### src/rtl/alu_op_sequencer.sv
`default_nettype none
// ============================================================================
// Module      : alu_op_sequencer
// Description : Multi-cycle ALU operation sequencer. Accepts one request at a
//               time over a valid/ready handshake and latches the operands.
//               ADD/SUB/AND/OR/XOR finish in a single EXEC cycle. SHL/SHR/MUL
//               iterate one bit per cycle in ITER. The result is held in DONE
//               until the consumer accepts it.
// Ports       : clk, rst (sync, active-high)
//               req_valid/req_ready : request handshake (op, a, b)
//               res_valid/res_ready : result handshake (result, carry, zero)
//               busy                : sequencer not idle
// Revision    : 1.0 - initial release
// ============================================================================
module alu_op_sequencer #(
    parameter int WIDTH = 4
) (
    input  logic                 clk,
    input  logic                 rst,
    input  logic                 req_valid,
    output logic                 req_ready,
    input  logic [2:0]           op,
    input  logic [WIDTH-1:0]     a,
    input  logic [WIDTH-1:0]     b,
    output logic                 res_valid,
    input  logic                 res_ready,
    output logic [2*WIDTH-1:0]   result,
    output logic                 carry,
    output logic                 zero,
    output logic                 busy
);

    // Counter must be able to hold WIDTH itself (the MUL pass count).
    localparam int CW = $clog2(WIDTH) + 1;

    localparam logic [1:0] S_IDLE = 2'd0;
    localparam logic [1:0] S_EXEC = 2'd1;
    localparam logic [1:0] S_ITER = 2'd2;
    localparam logic [1:0] S_DONE = 2'd3;

    localparam logic [2:0] OP_ADD = 3'b000;
    localparam logic [2:0] OP_SUB = 3'b001;
    localparam logic [2:0] OP_AND = 3'b010;
    localparam logic [2:0] OP_OR  = 3'b011;
    localparam logic [2:0] OP_XOR = 3'b100;
    localparam logic [2:0] OP_SHL = 3'b101;
    localparam logic [2:0] OP_SHR = 3'b110;
    localparam logic [2:0] OP_MUL = 3'b111;

    localparam logic [CW-1:0]    c_cnt_width = CW'(WIDTH);
    localparam logic [WIDTH-1:0] c_b_width   = WIDTH'(WIDTH);
    localparam logic [WIDTH-1:0] c_zero_w    = '0;

    logic [1:0]           r_state;
    logic [1:0]           w_state_nxt;
    logic [2:0]           r_op;
    logic [WIDTH-1:0]     r_a;
    logic [WIDTH-1:0]     r_b;
    logic [CW-1:0]        r_cnt;
    logic [2*WIDTH-1:0]   r_work;   // shift register; multiplicand for MUL
    logic [2*WIDTH-1:0]   r_acc;    // MUL partial-product accumulator
    logic                 r_sh_c;   // last bit shifted out
    logic [2*WIDTH-1:0]   r_result;
    logic                 r_carry;
    logic                 r_zero;

    logic [WIDTH:0]       w_sum;
    logic [WIDTH:0]       w_diff;
    logic [WIDTH-1:0]     w_alu_res;
    logic                 w_alu_c;
    logic [CW-1:0]        w_shift_cnt;

    assign req_ready = (r_state == S_IDLE);
    assign res_valid = (r_state == S_DONE);
    assign busy      = (r_state != S_IDLE);
    assign result    = r_result;
    assign carry     = r_carry;
    assign zero      = r_zero;

    // Shift count is clamped to WIDTH: larger counts give the same result.
    assign w_shift_cnt = (b > c_b_width) ? c_cnt_width : CW'(b);

    assign w_sum  = {1'b0, r_a} + {1'b0, r_b};
    // The extra top bit of the widened difference is the borrow (a < b).
    assign w_diff = {1'b0, r_a} - {1'b0, r_b};

    always_comb begin
        w_alu_res = '0;
        w_alu_c   = 1'b0;
        case (r_op)
            OP_ADD: begin w_alu_res = w_sum[WIDTH-1:0];  w_alu_c = w_sum[WIDTH];  end
            OP_SUB: begin w_alu_res = w_diff[WIDTH-1:0]; w_alu_c = w_diff[WIDTH]; end
            OP_AND: w_alu_res = r_a & r_b;
            OP_OR:  w_alu_res = r_a | r_b;
            OP_XOR: w_alu_res = r_a ^ r_b;
            default: ;
        endcase
    end

    // ------------------------------------------------------------------
    // FSM
    // ------------------------------------------------------------------
    always_ff @(posedge clk) begin
        if (rst) r_state <= S_IDLE;
        else     r_state <= w_state_nxt;
    end

    always_comb begin
        w_state_nxt = r_state;
        case (r_state)
            S_IDLE: if (req_valid) begin
                if (op == OP_SHL || op == OP_SHR || op == OP_MUL) w_state_nxt = S_ITER;
                else                                              w_state_nxt = S_EXEC;
            end
            S_EXEC: w_state_nxt = S_DONE;
            S_ITER: if (r_cnt == '0) w_state_nxt = S_DONE;
            S_DONE: if (res_ready) w_state_nxt = S_IDLE;
            default: w_state_nxt = S_IDLE;
        endcase
    end

    // ------------------------------------------------------------------
    // Datapath
    // ------------------------------------------------------------------
    always_ff @(posedge clk) begin
        if (rst) begin
            r_op     <= '0;
            r_a      <= '0;
            r_b      <= '0;
            r_cnt    <= '0;
            r_work   <= '0;
            r_acc    <= '0;
            r_sh_c   <= 1'b0;
            r_result <= '0;
            r_carry  <= 1'b0;
            r_zero   <= 1'b0;
        end else begin
            case (r_state)
                S_IDLE: if (req_valid) begin
                    r_op   <= op;
                    r_a    <= a;
                    r_b    <= b;
                    r_acc  <= '0;
                    r_sh_c <= 1'b0;
                    r_work <= {c_zero_w, a};
                    if (op == OP_MUL)                      r_cnt <= c_cnt_width;
                    else if (op == OP_SHL || op == OP_SHR) r_cnt <= w_shift_cnt;
                    else                                   r_cnt <= '0;
                end
                S_EXEC: begin
                    r_result <= {c_zero_w, w_alu_res};
                    r_carry  <= w_alu_c;
                    r_zero   <= (w_alu_res == c_zero_w);
                end
                S_ITER: begin
                    if (r_cnt != '0) begin
                        r_cnt <= r_cnt - CW'(1);
                        case (r_op)
                            OP_SHL: begin
                                r_sh_c <= r_work[WIDTH-1];
                                r_work <= {c_zero_w, r_work[WIDTH-2:0], 1'b0};
                            end
                            OP_SHR: begin
                                r_sh_c <= r_work[0];
                                r_work <= {c_zero_w, 1'b0, r_work[WIDTH-1:1]};
                            end
                            default: begin
                                // Shift-add: add the shifted multiplicand when
                                // the current multiplier LSB is set.
                                if (r_b[0]) r_acc <= r_acc + r_work;
                                r_work <= {r_work[2*WIDTH-2:0], 1'b0};
                                r_b    <= {1'b0, r_b[WIDTH-1:1]};
                            end
                        endcase
                    end else if (r_op == OP_MUL) begin
                        r_result <= r_acc;
                        r_carry  <= 1'b0;
                        r_zero   <= (r_acc == '0);
                    end else begin
                        r_result <= {c_zero_w, r_work[WIDTH-1:0]};
                        r_carry  <= r_sh_c;
                        r_zero   <= (r_work[WIDTH-1:0] == c_zero_w);
                    end
                end
                default: ;
            endcase
        end
    end

endmodule
`default_nettype wire

### config.mk
export PLATFORM = sky130hd
export DESIGN_NAME = alu_op_sequencer
export DESIGN_NICKNAME = d
export VERILOG_FILES = /design/src/rtl/alu_op_sequencer.sv
export SDC_FILE = /design/constraint.sdc
export NUM_CORES = 1
export LEC_CHECK = 0
export BUFFER_PORTS_ARGS = -buffer_cell sky130_fd_sc_hd__clkbuf_2
export CAP_MARGIN = 30
export CORE_ASPECT_RATIO = 1.4
export CORE_MARGIN = 2
export CORE_UTILIZATION = 46
export CTS_CLUSTER_SIZE = 28
export DETAILED_ROUTE_END_ITERATION = 16
export PLACE_DENSITY_LB_ADDON = 0.25
export SYNTH_ARGS = -nofsm -noshare
export SYNTH_HDL_FRONTEND = slang
export SYNTH_SLANG_ARGS = --single-unit
### constraint.sdc
create_clock -name clk -period 2.83 [get_ports clk]
set_clock_uncertainty 0.1 [all_clocks]
set_input_delay 0.566 -clock clk [delete_from_list [all_inputs] [get_ports clk]]
set_output_delay 0.566 -clock clk [all_outputs]
set_load 0.005 [all_outputs]
# After elaboration in Yosys (flattened, before gate mapping)

Cells that the tools add are included.

Latch bits: 0
Logic and storage cells: 99
Memory bits (writable): 0
Register bits: 43
ROM bits: 0
Output and inout port bits: 13
Memories: 0
Bits of input ports: 15

Multipliers: 0
Div/mod/pow operators: 0
$lt $le $gt $ge: 1
Reduce and logical (&&, ||, !) cells: 20
$add $sub $neg: 4
Multiplexer cells: 39
Equal/unequal tests: 21
Shift operators: 0
Bitwise operators: 3

Operator list:

| kind                                          | number |
|---|---|
| two-way mux 8 bit                             | 8 |
| case mux 8 bit (2 select lines)               | 4 |
| == test 3 bit, second input constant          | 7 |
| case mux 4 bit (5 select lines)               | 1 |
| two-way mux 3 bit                             | 5 |
| two-way mux 4 bit                             | 3 |
| inequality test 2 bit, second input constant  | 6 |
| case mux 1 bit (2 select lines)               | 5 |
| adder 8 bit                                   | 1 |
| logical NOT 4 bit                             | 2 |
| logical NOT 8 bit                             | 1 |
| two-way mux 2 bit                             | 4 |
| case mux 2 bit (4 select lines)               | 1 |
| case mux 4 bit (2 select lines)               | 1 |
| AND reduction 4 bit                           | 2 |
| == test 3 x 2 -> 1 bit, second input constant | 2 |
| logical NOT 3 bit                             | 2 |
| two-way mux 1 bit                             | 6 |
| case mux 3 bit (2 select lines)               | 1 |
| AND reduction 3 bit                           | 2 |
| nonzero test 2 bit                            | 3 |
| adder 4 x 4 -> 5 bit                          | 1 |
| AND reduction 5 bit                           | 1 |
| subtractor 4 x 4 -> 5 bit                     | 1 |
| other kinds (15)                              | 18 |

# Longest topological paths before layout

Depth in word-level cells: 6
Mapped depth: 9
Mapped depth without buffers: 8

# Worst setup path before layout

OpenSTA, ideal clock, no wires.

Kind: reg-to-reg
Start: register r_work[1]
End: register r_acc[7]
Stages on the path, launching flop included: 7
Path buffers: 0
Setup slack: 783 ps
Data required time: 2,656 ps
Clock period less this slack: 2,047 ps
Arrival: 1,873 ps
Library setup time: 74 ps
Path through: dfxtp_1 > ha_1 > a21o_1 > and4_4 > o21a_1 > or4_1 > a31oi_1

Word-level cells in the longest chain between the ends: 5

Ends and longest elaborated chain:

| item                            | line | text |
|---|---|---|
| from (decl)                     | 60   | `logic [2*WIDTH-1:0] r_work;` |
| from (signal assigned)          | 145  | `r_work <= {c_zero_w, a};` |
| from (signal assigned)          | 161  | `r_work <= {c_zero_w, r_work[WIDTH-2:0], 1'b0};` |
| from (signal assigned)          | 165  | `r_work <= {c_zero_w, 1'b0, r_work[WIDTH-1:1]};` |
| adder 8 bit                     | 170  | `if (r_b[0]) r_acc <= r_acc + r_work;` |
| two-way mux 8 bit               | 170  |  |
| two-way mux 8 bit               | 158  | `case (r_op)` |
| two-way mux 8 bit               | 156  | `if (r_cnt != '0) begin` |
| case mux 8 bit (2 select lines) | 138  | `case (r_state)` |
| to (signal assigned)            | 170  |  |
| to (decl)                       | 61   | `logic [2*WIDTH-1:0] r_acc;` |

Every way passes these cells. The select of a mux whose other input is x is not followed.
A chain may end at the register's enable or synchronous reset.

# Final worst setup path

Start: register r_b[1]
End: register r_zero (netlist: zero)

Word-level cells in the longest chain between the ends: 4
Elaborated cells between the ends (all ways): 8
Classes of those cells: 2 x add/sub; 2 x mux; 3 x bitwise; 1 x reduce/logical

Ends and longest elaborated chain:

| item                                              | line | text |
|---|---|---|
| from (decl)                                       | 58   | `logic [WIDTH-1:0] r_b;` |
| from (signal assigned)                            | 172  | `r_b <= {1'b0, r_b[WIDTH-1:1]};` |
| subtractor 4 x 4 -> 5 bit (tied with other cells) | 85   | `assign w_diff = {1'b0, r_a} - {1'b0, r_b};` |
| case mux 4 bit (5 select lines) (*)               | 90   | `case (r_op)` |
| logical NOT 4 bit (*)                             | 153  | `r_zero <= (w_alu_res == c_zero_w);` |
| case mux 1 bit (2 select lines) (*)               | 138  |  |
| to (signal assigned)                              | 153  |  |
| to (signal assigned)                              | 178  | `r_zero <= (r_acc == '0);` |
| to (signal assigned)                              | 182  | `r_zero <= (r_work[WIDTH-1:0] == c_zero_w);` |
| to (decl)                                         | 65   | `logic r_zero;` |

Mark *: on every way between the ends. The rest lies on a longest branch, timed or not.

==> reports/results.ini <==
[worst_setup_path]
cpPeakStageDelay_ns=0.43
start_kind=flop
worst_path_max_delay_cell=dfxtp_1
path_max_fanout=5
path_buf_inv=1
cp.arrival_ns=2.36
crit_path_end_kind=flop
worst-setup-path-type=flop to flop
crit_chain=inv_1, ha_1, a21o_1, a211oi_1, mux2i_1, nor3_1, a41o_1
critPathTopFamily=compound AO/OA/AOI/OAI gates
required_ns=2.98

[power_and_ir_drop]
combPwrFrac_pct=52.7
power.share.sequential_pct=31.9
intPower_uw=1530
vdd_drop_max_v=0.000420
powerDensity_mw_per_mm2=888
p_leak_uw=0.00134
power.share.switching_pct=45.3
p_total_uw=2800
switching_power_uw=1270
pwr-share-clk_pct=15.4

[global_route]
grt_pass1_wl_mm=11.8
antenna_found_initial=0
first_global_vias=2533
grt_max_degree=34
overflow=0
gr-usage-all-layers_pct=21.1

[cells_and_area]
area.growth.synth_to_final_pct=8.95
final_cells=455
num_antenna_cells=0
nets=424
fin_util_pct=51.1
drive_above_1_share_pct=12.5

[synth]
syn_inst=361
avgSynthCellArea_um2=8.02
synth-edff-count=0
ys_ff_latch=43
yosysWarnings=0
synth.most_common_cell=dfxtp_1
ys_top_cells_by_count=43 x dfxtp_1, 38 x nor2_1, 34 x nand2_1, 32 x a21oi_1, 24 x ha_1
synth_cell_type_count=56
yosysTopAreaCellShare_pct=29.7
synth-main-ff-cell=dfxtp_1
syn_nets=403
yosysSeqAreaShare_pct=29.7
synth_largest_area_cell=dfxtp_1
synth_area_mm2=0.00289
synthArstFlopShare_pct=0
synth.top_cells.by_area=dfxtp_1 30%, ha_1 10%, a21oi_1 5.5%

[die]
start_util_pct=46.9
ios=28
core.rowCount=34
core-area_mm2=0.00617
die-area_mm2=0.00695
die_w_um=71.0
die_h_um=97.9

[detailed_routing]
drt-initial-drc-count=151
dr.pass1.iters=4
wl_per_cell_um=15.5
postRouteAntennaNets=0
viasPerCell=5.77
wirelength_mm=7.04
route.detailed.drc=0
num_vias=2624

[outcome]
outcome=completed

[clocking]
cts.sinks=43
path_clk_slew_ns=0.08
cts_setup_buffers=0
cts_tree=done
cts_hold_buffers=0
root_buffer=clkbuf_8
clock_path_buffers=2
numCtsBuffers=5
post_cts_resized=0
htree_num_levels=2
insertion_delay_ns=0.30

[placement]
hpwlAfterDp_mm=5.26
placed_cells=447
io_buffers=27
gp_congestion=0.925

[sta]
slew-limit-headroom_pct=54.9
fmax_mhz=451
hold_slack_ns=0.360
hold_viol=0
worst_pin_slew_ns=0.677
rsz0062_at_grt=false
min_period_ns=2.22
setup_violations=0
slew_viol_final=0
finalSetupTns_ns=0
period_share_pct=78.3

[flow_run]
maxCapViolations=0

[worst_hold_path]
hp-class=flop to flop

[power by group through the flow]
stage	combinational, uW	sequential [uW]	clock (uW)
4_1_cts	1480	892	442
6_report	1480	894	431
5_1_grt	1660	917	463
2_1_floorplan	1120	840	0
3_5_place_dp	1470	908	0
3_3_place_gp	1450	903	0
[routing by layer]
| layer | vias up | global-route usage (%) | wire length, um |
|---|---|---|---|
| li1 | 1340 | - | - |
| met1 | 1231 | 24.4 | 2980 |
| met2 | 39 | 38.2 | 3770 |
| met3 | 14 | 3.20 | 128 |
| met4 | 0 | 8.42 | 157 |
| met5 | - | 0 | 0 |
[cell usage in the layout, fill, tap and decap left out, types with 4 or more instances in the layout]
| cell type | n |
|---|---|
| dfxtp_1 | 43 |
| nor2_1 | 38 |
| nand2_1 | 34 |
| a21oi_1 | 32 |
| clkbuf_2 | 27 |
| ha_1 | 24 |
| inv_1 | 21 |
| o21ai_0 | 17 |
| nand3_1 | 14 |
| a22oi_1 | 13 |
| mux2i_1 | 10 |
| a211oi_1 | 8 |
| nor3_1 | 7 |
| clkbuf_8 | 7 |
| nand3b_1 | 6 |
| buf_4 | 6 |
| nand2b_1 | 5 |
| o211ai_1 | 5 |
| a311oi_1 | 5 |
| xor2_1 | 4 |
| and3_1 | 4 |
| a21o_1 | 4 |
| nand4_1 | 4 |
[path summary, 6_finish.rpt]
kind	startpoint	endpoint	slack (ns)	depth (start not counted)
min	result[0]	result[0]	0.36	2
max	r_b[1]	zero	0.61	7
min reg2reg	result[0]	result[0]	0.36	2
max reg2reg	r_b[1]	zero	0.61	7
[state kept, by name, indices dropped and copies added (netlist names)]
name,flops
r_acc,8
r_cnt,3
r_sh_c,1
r_state,2
r_a,4
result,8
zero,1
r_b,4
r_op,3
carry,1
r_work,8
[final cells by class]
cell class | count | area (um2)
clock buffer | 8 | 100
fill | 619 | 3020
inverter | 22 | 82.6
multi-input combinational | 277 | 1840
sequential | 43 | 861
tap | 72 | 90.1
timing repair buffer | 33 | 180
[logic make-up after synthesis]
group / synth area share, %
and+or+nand+nor: 21.2
buffers and inverters: 6.70
DFF: 29.7
AOI/OAI and AO/OA: 23.9
muxes: 3.85
adders and majority gates: 12.5
xor gates and xnor gates: 2.12
[through the flow]
stage	area [um2]	setup WS (ns)
4_1_cts	3150	0.615
2_1_floorplan	2890	0.783
6_report	3150	0.615
5_1_grt	3150	0.438
3_3_place_gp	3050	0.678
3_5_place_dp	3050	0.614
[tightest hold or removal path: cells and delay by family (launching register included)]
kind             cells  cell delay (ns)
AND/OR/NAND/NOR      1             0.05
flip-flops           1             0.32
AO/OA/AOI/OAI        1             0.05
No activity file was read; power rests on OpenSTA's default activity.
